File: src/rtl/render_pixel_scanner.sv
// render_pixel_scanner: walks the render frame in raster order, issues each
// coordinate to the shader, and pairs in-order shader responses with their
// coordinates to feed the framebuffer writer.
module render_pixel_scanner #(
    parameter int WIDTH           = 512,
    parameter int HEIGHT          = 384,
    parameter int MAX_OUTSTANDING = 4
) (
    input  logic        clk_in,
    input  logic        rst_in,
    input  logic        frame_start_in,
    output logic        req_valid_out,
    input  logic        req_ready_in,
    output logic [10:0] req_x_out,
    output logic [9:0]  req_y_out,
    input  logic        resp_valid_in,
    input  logic [3:0]  resp_r_in,
    input  logic [3:0]  resp_g_in,
    input  logic [3:0]  resp_b_in,
    input  logic        resp_visible_in,
    output logic [10:0] x_out_block,
    output logic [9:0]  y_out_block,
    output logic [3:0]  r_out,
    output logic [3:0]  g_out,
    output logic [3:0]  b_out,
    output logic        block_visible_out,
    output logic        valid_out,
    output logic        busy_out,
    output logic        frame_done_out,
    output logic        error_out
);
    localparam int AW = (MAX_OUTSTANDING > 1) ? $clog2(MAX_OUTSTANDING) : 1;
    localparam int CW = AW + 1;
    localparam logic [10:0]   X_LAST = 11'(WIDTH - 1);
    localparam logic [9:0]    Y_LAST = 10'(HEIGHT - 1);
    localparam logic [CW-1:0] MAX_C  = CW'(MAX_OUTSTANDING);

    typedef enum logic [1:0] {S_IDLE, S_ISSUE, S_DRAIN, S_DONE} state_t;

    state_t        r_state;
    logic [10:0]   r_x;
    logic [9:0]    r_y;
    logic [CW-1:0] r_outst;
    logic [AW-1:0] r_wr;
    logic [AW-1:0] r_rd;
    logic [20:0]   r_tag [MAX_OUTSTANDING];
    logic          r_busy;
    logic          r_done;
    logic          r_err;
    logic          r_valid;
    logic [10:0]   r_ox;
    logic [9:0]    r_oy;
    logic [3:0]    r_r, r_g, r_b;
    logic          r_vis;

    logic w_xfer;
    logic w_resp_ok;

    // Request valid depends only on registered state, so a response can never
    // combinationally open a slot for a same-cycle transfer.
    assign req_valid_out = (r_state == S_ISSUE) && (r_outst < MAX_C);
    assign req_x_out     = r_x;
    assign req_y_out     = r_y;
    assign w_xfer        = req_valid_out && req_ready_in;
    assign w_resp_ok     = resp_valid_in && (r_outst != '0);

    assign x_out_block       = r_ox;
    assign y_out_block       = r_oy;
    assign r_out             = r_r;
    assign g_out             = r_g;
    assign b_out             = r_b;
    assign block_visible_out = r_vis;
    assign valid_out         = r_valid;
    assign busy_out          = r_busy;
    assign frame_done_out    = r_done;
    assign error_out         = r_err;

    // Frame-pass FSM: raster walk of the issue coordinate, drain, done pulse.
    always_ff @(posedge clk_in or negedge rst_in) begin
        if (!rst_in) begin
            r_state <= S_IDLE;
            r_x     <= '0;
            r_y     <= '0;
            r_busy  <= 1'b0;
            r_done  <= 1'b0;
        end else begin
            case (r_state)
                S_IDLE: begin
                    if (frame_start_in) begin
                        r_state <= S_ISSUE;
                        r_x     <= '0;
                        r_y     <= '0;
                        r_busy  <= 1'b1;
                    end
                end
                S_ISSUE: begin
                    if (w_xfer) begin
                        if (r_x == X_LAST) begin
                            r_x <= '0;
                            if (r_y == Y_LAST) begin
                                r_y     <= '0;
                                r_state <= S_DRAIN;
                            end else begin
                                r_y <= r_y + 1'b1;
                            end
                        end else begin
                            r_x <= r_x + 1'b1;
                        end
                    end
                end
                S_DRAIN: begin
                    // outst==0 here means the final pixel strobes this cycle.
                    if (r_outst == '0) begin
                        r_state <= S_DONE;
                        r_done  <= 1'b1;
                    end
                end
                default: begin
                    r_state <= S_IDLE;
                    r_done  <= 1'b0;
                    r_busy  <= 1'b0;
                end
            endcase
        end
    end

    // Outstanding count and tag FIFO pointers; occupancy equals r_outst.
    always_ff @(posedge clk_in or negedge rst_in) begin
        if (!rst_in) begin
            r_outst <= '0;
            r_wr    <= '0;
            r_rd    <= '0;
        end else begin
            case ({w_xfer, w_resp_ok})
                2'b10:   r_outst <= r_outst + 1'b1;
                2'b01:   r_outst <= r_outst - 1'b1;
                default: r_outst <= r_outst;
            endcase
            if (w_xfer)    r_wr <= r_wr + 1'b1;
            if (w_resp_ok) r_rd <= r_rd + 1'b1;
        end
    end

    // Tag storage: coordinate of each accepted request, {y, x}.
    always_ff @(posedge clk_in) begin
        if (w_xfer) r_tag[r_wr] <= {r_y, r_x};
    end

    // Registered pixel output and sticky error on unmatched responses.
    always_ff @(posedge clk_in or negedge rst_in) begin
        if (!rst_in) begin
            r_valid <= 1'b0;
            r_ox    <= '0;
            r_oy    <= '0;
            r_r     <= '0;
            r_g     <= '0;
            r_b     <= '0;
            r_vis   <= 1'b0;
            r_err   <= 1'b0;
        end else begin
            r_valid <= w_resp_ok;
            if (w_resp_ok) begin
                {r_oy, r_ox} <= r_tag[r_rd];
                r_r          <= resp_r_in;
                r_g          <= resp_g_in;
                r_b          <= resp_b_in;
                r_vis        <= resp_visible_in;
            end
            if (resp_valid_in && (r_outst == '0)) r_err <= 1'b1;
        end
    end
endmodule
File: config.mk
export PLATFORM = sky130hd
export DESIGN_NAME = render_pixel_scanner
export DESIGN_NICKNAME = d
export VERILOG_FILES = /design/src/rtl/render_pixel_scanner.sv
export SDC_FILE = /design/constraint.sdc
export NUM_CORES = 1
export LEC_CHECK = 0
export CORE_AREA = 10 10 124 126
export DETAILED_ROUTE_END_ITERATION = 6
export DIE_AREA = 0 0 134 136
export GPL_ROUTABILITY_DRIVEN = 0
export PLACE_DENSITY = 0.76
export SYNTH_ARGS = -nofsm -noshare
export SYNTH_HDL_FRONTEND = slang
export SYNTH_SLANG_ARGS = --single-unit
File: constraint.sdc
create_clock -name clk_in -period 2.22 [get_ports clk_in]
set_input_delay 0.666 -clock clk_in [delete_from_list [all_inputs] [get_ports clk_in]]
set_output_delay 0.666 -clock clk_in [all_outputs]
set_load 0.005 [all_outputs]
==> impl_metrics.tcl, run 1 <==
set metrics [dict create \
    postCtsSetupRepairBufs 0 \
    via_per_inst 5.649 \
    reg2regPathDepth 8 \
    synth_async_sr_flop_share_pct 44.74 \
    timing.critical_path.from "req_y_out[4]" \
    place_hpwl_um 9458 \
    synth_top_cell_by_area "edfxtp_1" \
    r2r_slack_ps 190 \
    clock_skew_ps 5.769 \
    ir_drop_mv 0.8056 \
    max_slew.worst_pin.slew_ps 489.5 \
    total_power_mw 10.21 \
    synth_edf_count 84 \
    grt_pass1_wl_um 23250 \
    antenna_cells 0 \
    timing.rr.start "r_state[0]" \
    htree_levels 4 \
    syn-num-nets 464 \
    clkTransAtPathRegs_ps 60 \
    cellLeakagePower_nw 3.170 \
    overflow 0 \
    path_cells "clkdlybuf4s50_1" \
    cp.arrival_ps 1500 \
    synthCells 434 \
    holdBufCountCts 0 \
    synth_flop_cell "edfxtp_1" \
    cp.required_ps 1550 \
    drtAntennaViolNets 0 \
    multi_input_area_um2 2039 \
    syn_avg_cell_area_um2 14.68 \
    core_um2 12980 \
    clockBufferDepth 2 \
    numPortBuffers 77 \
    synth.area.top_cells "edfxtp_1 (40%), dfrtp_1 (27%), mux4_2 (7.4%), mux2_2 (3.9%), nand2_1 (3.2%)" \
    timing.final.crit_share_pct 97.51 \
    ff_latch_area_um2 4239 \
    dp_cells 705 \
    finalHoldViolCount 0 \
    placementRows 42 \
    clkLatencyLatePin_ps 420 \
    min_path_type "in -> async" \
    setup-violations-final 0 \
    final_cells 737 \
    synth_cell_type_count 57 \
    finalCriticalPeriod_ps 2165 \
    cts_sinks 152 \
    ys.warnings.count 0 \
    grtUsageTotal_pct 16.22 \
    ys_ff_latch 152 \
    rr_endpoint "req_x_out[6]" \
    start_util_pct 49.09 \
    synth-seq-area-share_pct 66.29 \
    root_buffer "clkbuf_16" \
    drt_first_pass_iters 5 \
    critPathSlowestCell "clkdlybuf4s50_1" \
    drv_cap 0 \
    antenna_found_initial 0 \
    nets 578 \
    grt_max_degree 69 \
    syn_to_final_growth_pct 28.57 \
    numCtsBuffers 17 \
    die_w_um 134 \
    fill_cells 975 \
    critPathCaptureType "output pin" \
    drive_gt1_share_pct 23.71 \
    ios 78 \
    detail_route.wl_per_cell_um 19.29 \
    crit_family "buffers and inverters" \
    slew_violations 0 \
    drt_iter0_drc 283 \
    fp.dieArea_um2 18220 \
    via_count 4163 \
    rsz0062_at_grt "false" \
    maxSlewHeadroom_pct 67.37 \
    outcome "finished, final reports clean" \
    max_freq_mhz 461.9 \
    cpPeakStageDelay_ps 590 \
    synth_area_um2 6372 \
    post-route-drc-count 0 \
    worstSetupPathType "reg -> out" \
    grt_pass1_vias 4367 \
    cts_tree "done" \
    die_h_um 136 \
    start_kind "flop" \
    worstPathMaxFanout 6 \
    p_per_area_nw_per_um2 1247 \
    synth_top_area_share_pct 39.58 \
    totalWireLength_um 14220 \
    cp_num_buf_inv 1 \
]
-- repair_timing --
action | CTS | global route
resized for setup | 9 | 8
cloned | 0 | 0
setup endpoints to repair | 7 | 9
-- cells in the final DEF (no fill, tap or decap), drive strengths merged, types with 12 or more instances in the layout --
| cell type | n |
|---|---|
| clkbuf | 17 |
| nand3 | 15 |
| clkdlybuf4s50 | 75 |
| buf | 37 |
| mux2 | 22 |
| nand2 | 55 |
| nor2 | 12 |
| mux4 | 21 |
| edfxtp | 84 |
| dfrtp | 68 |
| o21ai | 18 |
-- area by class of cell --
class,instances,area share [%]
Inverter,12,0.5803
Clock inverter,15,1.665
Clock buffer,17,5.192
Sequential cell,152,51.74
Multi-Input combinational cell,252,24.89
Timing Repair Buffer,113,13.24
Tap cell,176,2.688
-- registers in the layout (all words and copies together) (netlist names) --
signal,count
valid_out,1
y_out_block,10
r_tag,84
r_outst,3
b_out,4
x_out_block,11
req_y_out,10
r_state,2
busy_out,1
frame_done_out,1
r_rd,2
error_out,1
g_out,4
r_wr,2
r_out,4
block_visible_out,1
req_x_out,11
-- through the flow --
| step | worst slack (ps) | hold slack (ps) | setup TNS [ps] | cell area [µm²] | utilization [%] |
|---|---|---|---|---|---|
| final | 55.25 | 239.7 | 0 | 8193 | 63.12 |
| after global routing | 3.157 | 280.8 | 0 | 8193 | 63.12 |
| after CTS | 0.2420 | 268.4 | 0 | 8184 | 63.05 |
| after detailed placement | -188.5 | 447.4 | -1579 | 7604 | 58.58 |
| after global placement | -133.6 | 443.8 | -395.8 | 7604 | 58.58 |
| after floorplan | 4.404 | 370.4 | 0 | 6386 | - |
-- cell families after synthesis --
group,after synthesis,share of synthesized area (%)
muxes,46,11.78
adders and majority gates,12,2.474
buffers and inverters,30,1.963
AOI/OAI and AO/OA,53,5.891
DFF,152,66.29
and+or+nand+nor,135,10.78
xor gates and xnor gates,6,0.8247
-- worst max-delay path by stage --
stage	to	slack (ps)	cells past startpoint
after floorplan	r_outst[2]	4	12
after global placement	r_outst[2]	-130	9
after detailed placement	r_outst[2]	-190	9
after CTS	req_y_out[5]	0.2	1
after global routing	req_valid_out	3	5
final	req_y_out[4]	60	1
-- per-layer routing --
layer / wire [µm] / vias up / global-route usage, %
met1: 5760 / 2113 / 19.07
met4: 386 / 0 / 7.497
met2: 7427 / 133 / 27.78
li1: - / 1883 / -
met5: 0 / - / 0
met3: 646 / 34 / 3.764
-- synth_stat cells (2+ instances only) --
cell       number
a21o_1          2
a21oi_1         6
a221o_1         2
a22o_1          2
a41oi_1         2
and2_1          9
and4_1          4
buf_1           3
buf_2          10
clkbuf_1        5
dfrtp_1        68
edfxtp_1       84
ha_1           11
inv_1          10
mux2_2         22
mux2i_1         3
mux4_2         21
nand2_1        55
nand3_1        15
nand4_1         9
nor2_1         11
nor2b_1         5
nor3_1         10
nor4_1          2
o211ai_1        6
o21ai_0        17
o2bb2ai_1       2
o31ai_1         2
or3_1           4
xnor2_1         4
xor2_1          2
-- where the power goes --
group	total (mW)	switching, mW	internal, mW
registers	3.97	0.372	3.59
logic	3.51	1.62	1.89
clock network	2.73	1.10	1.63
No activity file was read; power rests on OpenSTA's default activity.
==> inputs of run 2 (changes only) <==
PLACE_DENSITY = not set   (was 0.76)
PLACE_DENSITY_LB_ADDON = 0.15   (was not set)
SLEW_MARGIN = 20   (was not set)
clock period = 1.85 ns   (was 2.22 ns; I/O delays follow)
==> run 2 against run 1 <==
  * The flow now finishes with violations (setup timing)
  * Routed wire length up 5.0%
  * Via count grew 4.3%
  * First-iteration DRC count increased by 12%
  * Core utilization is 5.9 points higher
  * Worst hold slack worse by 230 ps
  * Highest routed layer unchanged
==> impl_metrics.tcl, run 2 (synthesis results as in run 1) <==
set metrics [dict create \
    min_path_type "in -> async" \
    nets 628 \
    numPortBuffers 77 \
    cp.arrival_ps 1380 \
    drt_iter0_drc 317 \
    finalCriticalPeriod_ps 1938 \
    holdBufCountCts 0 \
    dp_cells 730 \
    violations "setup timing" \
    cts_tree "done" \
    syn_to_final_growth_pct 40.60 \
    post-route-drc-count 0 \
    grtUsageTotal_pct 16.57 \
    place_hpwl_um 9637 \
    overflow 0 \
    worstPathMaxFanout 2 \
    totalWireLength_um 14940 \
    cp.required_ps 1290 \
    regMostFlops "r_tag" \
    timing.rr.start "r_state[1]" \
    final_common_cell "edfxtp_1" \
    p_per_area_nw_per_um2 1480 \
    clock_skew_ps 12.65 \
    cts_sinks 152 \
    drt_first_pass_iters 5 \
    ir_drop_mv 1.038 \
    fp.dieArea_um2 18220 \
    antenna_cells 0 \
    outcome "complete, but fails checks" \
    rr_endpoint "req_y_out[4]" \
    via_per_inst 5.520 \
    p_clk_share_pct 25.9 \
    critPathCaptureType "output pin" \
    p_int_mw 9.251 \
    critPathSlowestCell "dfrtp_1" \
    total_power_mw 13.26 \
    clockBufferDepth 2 \
    drtAntennaViolNets 0 \
    path_cells "inv_2 -> ha_4 -> buf_4 -> inv_2 -> nor2_1 -> buf_2" \
    max_slew.worst_pin.slew_ps 505.5 \
    fin_area_um2 8960 \
    slew_violations 0 \
    start_kind "flop" \
    worst_hold_slack_ps 13.34 \
    placementRows 42 \
    comb_power_share_pct 39.0 \
    final_util_pct 69.03 \
    reg2regPathDepth 9 \
    place_area_um2 7881 \
    timing.critical_path.from "r_state[1]" \
    setup_slack_ps -87.89 \
    timing.final.crit_share_pct 104.8 \
    die_w_um 134 \
    clkLatencyLatePin_ps 420 \
    worstSetupPathType "reg -> out" \
    maxSlewHeadroom_pct 66.23 \
    p_switching_mw 4.014 \
    p_sw_share_pct 30.26 \
    cp_common_cell "inv_2" \
    antenna_found_initial 0 \
    drv_cap 0 \
    seqPwrFrac_pct 35.1 \
    ios 78 \
    grt_max_degree 28 \
    numCtsBuffers 17 \
    drive_gt1_share_pct 35.84 \
    finalHoldViolCount 0 \
    grt_pass1_wl_um 23470 \
    largest_reg_flops 84 \
    final_cells 787 \
    max_freq_mhz 516.0 \
    rsz0062_at_grt "true" \
    r2r_slack_ps -90 \
    final_cell_mix "edfxtp_1 (84), buf_4 (69), dfrtp_1 (57)" \
    htree_levels 4 \
    clkTransAtPathRegs_ps 60 \
    cellLeakagePower_nw 3.950 \
    cpPeakStageDelay_ps 390 \
    start_util_pct 49.09 \
    core_um2 12980 \
    root_buffer "clkbuf_16" \
    detail_route.wl_per_cell_um 18.98 \
    setup-violations-final 9 \
    grt_pass1_vias 4503 \
    worstSetupEndpoint "req_valid_out" \
    via_count 4344 \
    die_h_um 136 \
]
==> run 2: cell count changes in the layout (fill, tap and decap cells not counted), sizes merged <==
cell and change:
buf +51, clkinvlp -2, clkinv -7, dlygate4sd2 +26
clkbuf +9, bufinv -1, dlymetal6s2s +30, inv +1
clkdlybuf4s50 -57
==> run 2: worst min path at each step <==
stage / start / to / cells past startpoint
final: rst_in / x_out_block[2] / 1
after floorplan: rst_in / b_out[0] / 0
after CTS: rst_in / x_out_block[2] / 1
after detailed placement: error_out / error_out / 1
after global placement: error_out / error_out / 1
after global routing: rst_in / x_out_block[2] / 1
==> run 2: critical path: cells and delay by family, from the launching register on <==
kind	cells	cell delay, ps
adders and majority gates	1	140
buffers and inverters	4	340
DFF	1	390
and+or+nand+nor	1	90
==> run 2: per-stage QoR <==
stage                     setup WS (ps)  setup TNS, ps
final                            -87.89         -425.4
after global routing             -200.2          -1224
after CTS                        -88.05         -128.7
after detailed placement         -410.4         -38560
after global placement           -393.4         -35640
after floorplan                  -208.1         -388.8
==> run 2: power groups by stage <==
stage	Clock [mW]	Combinational [mW]	Sequential, mW
2_1_floorplan	0	2.34	4.80
3_3_place_gp	0	4.39	4.76
3_5_place_dp	0	4.50	4.80
4_1_cts	3.48	4.81	4.68
5_1_grt	3.65	5.66	4.75
6_report	3.44	5.17	4.66
==> run 2: metal layers <==
layer / wire length (µm) / track usage (%)
met3: 839 / 5.240
met4: 237 / 6.288
met2: 7526 / 26.90
met5: 0 / 0
met1: 6335 / 20.39
==> run 2: area by class of cell <==
type,instances,area (µm²)
clock buffer,26,543.0
clock inverter,6,57.56
fill,926,4020
inverter,12,52.55
multi-input combinational,252,2257
sequential,152,4238
tap,176,220.2
timing repair buffer,163,1592
==> run 2: what timing repair did <==
item / 4_1_cts / 5_1_grt
setup endpoints to repair: 43 / 63
cloned: 0 / 1
setup buffers: 18 / 8
pin swaps: 4 / 22
gates resized for setup: 62 / 79
